--- config.mk ---
export PLATFORM = sky130hd
export DESIGN_NAME = load_store_unit
export DESIGN_NICKNAME = d
export VERILOG_FILES = /design/src/rtl/ProcTypes.sv /design/src/rtl/mem.sv /design/src/rtl/load_extend.sv /design/src/rtl/load_store_unit.sv
export SDC_FILE = /design/constraint.sdc
export NUM_CORES = 1
export LEC_CHECK = 0
export CAP_MARGIN = 20
export CORE_AREA = 2 2 169 171
export CTS_BUF_LIST = sky130_fd_sc_hd__clkbuf_4
export CTS_CLUSTER_SIZE = 12
export DETAILED_ROUTE_END_ITERATION = 16
export DIE_AREA = 0 0 171 173
export PLACE_DENSITY = 0.72
export SYNTH_ARGS = -nofsm -noshare
export SYNTH_HDL_FRONTEND = slang
export SYNTH_SLANG_ARGS = --single-unit
--- constraint.sdc ---
create_clock -name clk_in -period 14.9 [get_ports clk_in]
set_clock_uncertainty 0.1 [all_clocks]
set_input_delay 3.725 -clock clk_in [delete_from_list [all_inputs] [get_ports clk_in]]
set_output_delay 3.725 -clock clk_in [all_outputs]
set_load 0.02 [all_outputs]
--- src/rtl/ProcTypes.sv ---
// ProcTypes: memory function, load/store unit state and alignment helper.
package ProcTypes;
    typedef enum logic [2:0] {Lb, Lh, Lw, Lbu, Lhu, Sb, Sh, Sw} MemFunc;
    typedef enum logic [2:0] {IDLE, ISSUE, SETTLE, WAIT, RESP} LsuState;

    function automatic logic is_misaligned(input MemFunc f, input logic [1:0] a);
        return ((f inside {Lh, Lhu, Sh}) && a[0]) || ((f inside {Lw, Sw}) && a != 2'b00);
    endfunction
endpackage

--- src/rtl/mem.sv ---
// mem: data memory bus access width encoding.
package mem;
    typedef enum logic [1:0] {BYTE, WORD, DWORD} width;
endpackage

--- src/rtl/load_extend.sv ---
// load_extend: sign/zero extension of raw memory data for each load function.
module load_extend
    import ProcTypes::*;
(
    input  MemFunc      i_func,
    input  logic [31:0] i_raw,
    output logic [31:0] o_ext
);
    assign o_ext = i_func == Lb  ? {{24{i_raw[7]}}, i_raw[7:0]} :
                   i_func == Lbu ? {24'h0, i_raw[7:0]} :
                   i_func == Lh  ? {{16{i_raw[15]}}, i_raw[15:0]} :
                   i_func == Lhu ? {16'h0, i_raw[15:0]} : i_raw;
endmodule

--- src/rtl/load_store_unit.sv ---
// load_store_unit: single-outstanding load/store stage driving the data memory bus.
module load_store_unit
    import ProcTypes::*;
    import mem::*;
#(
    parameter int unsigned TIMEOUT_CYCLES = 1024
) (
    input  logic        clk_in,
    input  logic        rst_in,
    input  logic        req_valid,
    output logic        req_ready,
    input  MemFunc      req_func,
    input  logic [31:0] req_addr,
    input  logic [31:0] req_data,
    input  logic [4:0]  req_dst,
    output logic [31:0] mem_addr,
    output width        mem_width,
    output logic        mem_dispatch_read,
    output logic        mem_dispatch_write,
    output logic [31:0] mem_write_data,
    input  logic [31:0] mem_read_data,
    input  logic        mem_busy,
    output logic        resp_valid,
    input  logic        resp_ready,
    output logic [4:0]  resp_dst,
    output logic [31:0] resp_data,
    output logic        resp_err,
    output logic [31:0] perf_loads,
    output logic [31:0] perf_stores
);
    LsuState     r_state, w_state_nxt;
    MemFunc      r_func;
    logic [31:0] r_addr, r_data, r_wait_cnt, w_ext, w_wdata;
    logic [4:0]  r_dst;
    logic        w_store, w_mis, w_issue, w_done, w_timeout;
    width        w_width;

    load_extend u_ext (.i_func(r_func), .i_raw(mem_read_data), .o_ext(w_ext));

    assign req_ready  = r_state == IDLE;
    assign resp_valid = r_state == RESP;

    always_comb begin
        w_store   = r_func inside {Sb, Sh, Sw};
        w_mis     = is_misaligned(r_func, r_addr[1:0]);
        w_width   = (r_func inside {Lb, Lbu, Sb}) ? BYTE : (r_func inside {Lh, Lhu, Sh}) ? WORD : DWORD;
        w_wdata   = w_width == BYTE ? {24'h0, r_data[7:0]} : w_width == WORD ? {16'h0, r_data[15:0]} : r_data;
        w_issue   = r_state == ISSUE && !w_mis && !mem_busy;
        w_done    = r_state == WAIT && !mem_busy;
        // completion has priority over a timeout in the same cycle
        w_timeout = r_state == WAIT && mem_busy && TIMEOUT_CYCLES != 0 && r_wait_cnt + 32'd1 >= TIMEOUT_CYCLES;
        w_state_nxt = r_state;
        case (r_state)
            IDLE:    w_state_nxt = req_valid ? ISSUE : IDLE;
            ISSUE:   w_state_nxt = w_mis ? RESP : mem_busy ? ISSUE : SETTLE;
            SETTLE:  w_state_nxt = WAIT;
            WAIT:    w_state_nxt = (w_done || w_timeout) ? RESP : WAIT;
            RESP:    w_state_nxt = resp_ready ? IDLE : RESP;
            default: w_state_nxt = IDLE;
        endcase
    end

    always_ff @(posedge clk_in or posedge rst_in) begin
        if (rst_in) r_state <= IDLE;
        else r_state <= w_state_nxt;
    end

    always_ff @(posedge clk_in or posedge rst_in) begin
        if (rst_in) begin
            r_func             <= Lb;
            r_addr             <= '0;
            r_data             <= '0;
            r_dst              <= '0;
            r_wait_cnt         <= '0;
            mem_addr           <= '0;
            mem_width          <= BYTE;
            mem_dispatch_read  <= 1'b0;
            mem_dispatch_write <= 1'b0;
            mem_write_data     <= '0;
            resp_dst           <= '0;
            resp_data          <= '0;
            resp_err           <= 1'b0;
            perf_loads         <= '0;
            perf_stores        <= '0;
        end else begin
            if (r_state == IDLE && req_valid) begin
                r_func <= req_func;
                r_addr <= req_addr;
                r_data <= req_data;
                r_dst  <= req_dst;
            end
            mem_dispatch_read  <= w_issue && !w_store;
            mem_dispatch_write <= w_issue && w_store;
            if (w_issue) begin
                mem_addr       <= r_addr;
                mem_width      <= w_width;
                mem_write_data <= w_wdata;
            end
            r_wait_cnt <= r_state == WAIT ? r_wait_cnt + 32'd1 : '0;
            if ((r_state == ISSUE && w_mis) || w_timeout) begin
                resp_err  <= 1'b1;
                resp_data <= '0;
                resp_dst  <= '0;
            end
            if (w_done) begin
                resp_err  <= 1'b0;
                resp_data <= w_store ? '0 : w_ext;
                resp_dst  <= w_store ? '0 : r_dst;
                if (w_store) perf_stores <= perf_stores + 32'd1;
                else perf_loads <= perf_loads + 32'd1;
            end
        end
    end
endmodule
# Yosys cells after proc, flatten, opt, wreduce, memory -nomap -nowiden
# Cells that the tools add are included.
# W data, S select, Z words.
# op_classes
add_sub_neg,3
multipliers,0
n_div,0
magnitude_cmp,1
eq_ne,12
shift,0
muxes,23
n_bitwise,1
reduce_logical,28
# ops
operator,n
$mux W32,10
$add A32 B1 Y32 const B,3
$ge A32 B11 Y1 const B,1
$eq A3 B3 Y1 const B,5
$mux W5,3
$pmux W3 S5,1
$eq A3 B2 Y1 const B,4
$logic_and A1 B1 Y1,11
$mux W3,3
$reduce_bool A3 Y1,3
$eq A3 B1 Y1 const B,2
$logic_not A3 Y1,2
$mux W2,3
$reduce_bool A2 Y1,3
$reduce_and A2 Y1,2
$logic_not A1 Y1,3
$logic_or A1 B1 Y1,3
$mux W1,3
$eq A2 B1 Y1 const B,1
$logic_not A2 Y1,1
$not A1 Y1,1
# totals
reg_bits,277
latch_bits,0
ramBits,0
mem_bits_ro,0
inputBits,109
word_cells,84
mem_count,0

# Depth between registers and ports, before layout
# depth
ltp_word,8
depth_mapped,10

# By module
# A second synthesis with hierarchy kept.
# hier_totals
cells_unflattened,1051
hier_area_um2,11795.1
# modules_own_cells
module,instances,cells_per_inst,area_each_um2
load_store_unit,1,977,11367.2
load_extend,1,74,427.9

# Least setup slack after synthesis
# Ideal clock, no wire load.
# synth_timing
kind,input to register
from,input port mem_busy
to,register perf_loads[25]
setup_time_ps,80
arrival_time_ps,5413
required_time_ps,14720
slack_ps,9307
cell_stages,7
cell_sequence,clkbuf_1 -> nor4_1 -> nand4_1 -> nor2_1 -> nand4_1 -> nor2_1 -> xor2_1
# synth_via
elab_chain_cells,3
# synth_lines
element,line,text
"start, declared",load_store_unit.sv:22,"input logic mem_busy,"
$logic_not A1 Y1,load_store_unit.sv:49,w_done = r_state == WAIT && !mem_busy;
$logic_and A1 B1 Y1,load_store_unit.sv:49,
$reduce_and A2 Y1 (no line),-,
"end signal, assigned",load_store_unit.sv:110,else perf_loads <= perf_loads + 32'd1;
"end, declared",load_store_unit.sv:28,"output logic [31:0] perf_loads,"
# Every way passes these cells.
# A chain may end at the register's enable or synchronous reset.

# Worst setup path after layout
# Ends and elaborated chain as after synthesis.

==> flow_metrics.py <==
metrics = {
    "floorplan": {
        "ios": 281,
        "rows": 61,
        "die_width_um": 171,
        "core_area_um2": 27600,
        "start_util_pct": 44.5,
        "die_area_um2": 29600,
        "die_h_um": 173,
    },
    "global_routing": {
        "grt_max_degree": 133,
        "grt-ovfl-total": 0,
        "grt_pass1_vias": 9962,
        "antenna_found_initial": 2,
        "grtUsageTotal_pct": 21.7,
        "grt_pass1_wl_mm": 52.1,
    },
    "power": {
        "p_leak_nw": 7.23,
        "total_power_mw": 2.97,
        "p_per_area_nw_per_um2": 181,
        "ir_drop_mv": 0.112,
    },
    "sta": {
        "hold_viol": 0,
        "holdWs_ns": 0.362,
        "rsz0062_at_grt": "false",
        "finalCriticalPeriod_ns": 5.95,
        "setup-tns-final_ns": 0,
        "fmax_ghz": 0.168,
        "fin_ws_ns": 8.95,
        "worst_slew_pin_slew_ns": 1.06,
        "finalCritPeriodShare_pct": 39.9,
        "max_slew_margin_pct": 29.1,
        "drv_slew": 0,
        "setup_violations": 0,
    },
    "finish": {
        "fin_cells": 1886,
        "final_util_pct": 59.2,
        "syn_to_final_growth_pct": 33.0,
        "multi_input_area_um2": 5060,
        "n_fill_cell": 2354,
        "drive_gt1_share_pct": 14.2,
        "layout.nets": 1568,
        "seq_area_um2": 6930,
        "final_area_um2": 16400,
    },
    "logic_synthesis": {
        "ys_seq_area_share_pct": 56.3,
        "synthFlopType": "dfrtp_1",
        "synth_cells": 1158,
        "synth.top_cells.by_count": "dfrtp_1 (277), nand2_1 (224), nor2_1 (77), mux2_2 (74)",
        "ys_types": 57,
        "async_flop_share_pct": 100,
        "synth_edf_count": 0,
        "avgSynthCellArea_um2": 10.6,
        "yosysMostFrequentCell": "dfrtp_1",
        "ys_ff_latch": 277,
        "synth.largest_area_cell": "dfrtp_1",
        "synth.area.top_cells": "dfrtp_1 (56%), nand2_1 (6.8%), mux2_2 (6.8%), xnor2_1 (4.1%), a32oi_1 (2.6%)",
        "synth_fp_nets": 1270,
        "yosysWarnings": 0,
        "synth_top_area_share_pct": 56.3,
        "synth_area_um2": 12300,
    },
    "place": {
        "dp_hpwl_mm": 21.0,
        "preCtsSetupSlack_ns": 8.26,
        "dpl_cell_area_um2": 15400,
        "port_buffers": 280,
        "routabilityCongestion": 0.841,
        "dp_cells": 1754,
    },
    "flow_run": {
        "drv_cap": 0,
    },
    "clock_tree": {
        "ctsRootBufferMaster": "clkbuf_4",
        "cts.path.max_buffers": 3,
        "cts_buffers": 75,
        "clk_latency_ns": 0.66,
        "cts_tree": "done",
        "path_clk_slew_ns": 0.06,
        "holdBufCountCts": 0,
        "post-cts-setup-buffers": 0,
        "cts.sinks": 277,
        "ctsHtreeMaxLevel": 3,
        "ctsResizeCount": 0,
    },
    "critical_path": {
        "r2r_start": "r_func[1]$_DFFE_PP0P_",
        "worstRegToRegCells": 9,
        "worst-setup-path-type": "in2reg",
        "rr_endpoint": "mem_write_data[26]$_DFFE_PP0P_",
        "required_ns": 15.37,
        "endpoint_kind": "flop",
        "cp_max_fo": 9,
        "start_kind": "input pin",
        "crit_start": "mem_busy",
        "worstSetupEndpoint": "perf_loads[25]$_DFFE_PP0P_",
        "arrival_ns": 6.42,
        "reg2reg_slack_ns": 11.24,
    },
    "drt": {
        "firstDrtPassIters": 7,
        "route.detailed.drc": 0,
        "first_iter_violations": 717,
        "wl_mm": 32.2,
        "ant_nets": 0,
        "vias_per_cell": 5.24,
        "vias": 9883,
        "post_drt_wl_per_cell_um": 17.1,
    },
    "min_path": {
        "hold_path.class": "reg2reg",
    },
    "outcome": {
        "outcome": "complete, no violations",
    },
}
-- how the worst min path moves through the flow --
stage / endpoint / slack (ns) / cells past startpoint / startpoint
after floorplan: mem_addr[10]$_DFFE_PP0P_ / 0.33 / 2 / r_addr[10]$_DFFE_PP0P_
after global placement: mem_addr[26]$_DFFE_PP0P_ / 0.34 / 2 / r_addr[26]$_DFFE_PP0P_
after detailed placement: mem_addr[8]$_DFFE_PP0P_ / 0.35 / 2 / r_addr[8]$_DFFE_PP0P_
after CTS: mem_addr[29]$_DFFE_PP0P_ / 0.36 / 2 / r_addr[29]$_DFFE_PP0P_
after global routing: mem_addr[27]$_DFFE_PP0P_ / 0.39 / 2 / r_addr[27]$_DFFE_PP0P_
final: mem_addr[29]$_DFFE_PP0P_ / 0.36 / 2 / r_addr[29]$_DFFE_PP0P_
-- final cells by class --
class / count / share of cell area (%)
antenna: 2 / 0.0306
inverter: 11 / 0.298
timing repair buffer: 292 / 17.9
multi-input combinational: 799 / 31.0
sequential: 277 / 42.4
clock inverter: 23 / 0.772
tap: 378 / 2.89
clock buffer: 104 / 4.77
-- placed cells by master, fill, tap and decap left out, types with 17 or more instances in the layout --
master / n
nand4_1: 20
xor2_1: 34
clkdlybuf4s50_1: 280
mux2_2: 74
o31ai_1: 39
dfrtp_1: 277
a21oi_1: 39
clkbuf_4: 104
o21ai_0: 32
nand3_1: 44
clkinv_1: 17
and3_1: 17
nor2_1: 76
nand2_1: 222
xnor2_1: 57
a32oi_1: 37
-- layer usage --
layer | global-route usage [%] | part of all wire (%) | vias to the layer above
met5 | 0 | 0 | -
met4 | 8.23 | 2.4 | 0
met3 | 7.44 | 9.0 | 63
met2 | 34.2 | 47 | 362
met1 | 27.7 | 41 | 4769
li1 | - | - | 4689
-- worst max-delay path, stage by stage --
cell	delay [ns]
clkdlybuf4s50_1	0.68
nor4_1	0.93
nand4_1	0.17
nor2_1	0.29
nand4_1	0.28
nor2_1	0.20
xor2_1	0.15
-- cell families (layout without fill, tap and decap cells) --
kind of cell	Yosys count	in the layout	share of synthesized area, %
AND/OR/NAND/NOR	443	443	16.5
flip-flops	277	277	56.3
AO/OA/AOI/OAI	186	186	10.7
XOR/XNOR	91	91	6.48
buffers and inverters	82	430	2.68
multiplexers	76	76	6.93
adder cells (fa/ha/maj)	3	3	0.305
other	0	2	0
-- sequential cells by signal, indices dropped and copies added (netlist names) --
name,cells
mem_dispatch_write,1
r_data,32
perf_loads,32
mem_width,2
perf_stores,32
r_dst,5
r_func,3
resp_err,1
r_state,3
r_addr,32
resp_data,32
mem_addr,32
r_wait_cnt,32
mem_write_data,32
mem_dispatch_read,1
resp_dst,5
-- report_power, final --
part	internal (mW)	total [mW]	switching (mW)
registers	0.992	1.17	0.182
logic	0.540	1.14	0.603
clock network	0.340	0.651	0.311
(Power assumes the default switching activity.)
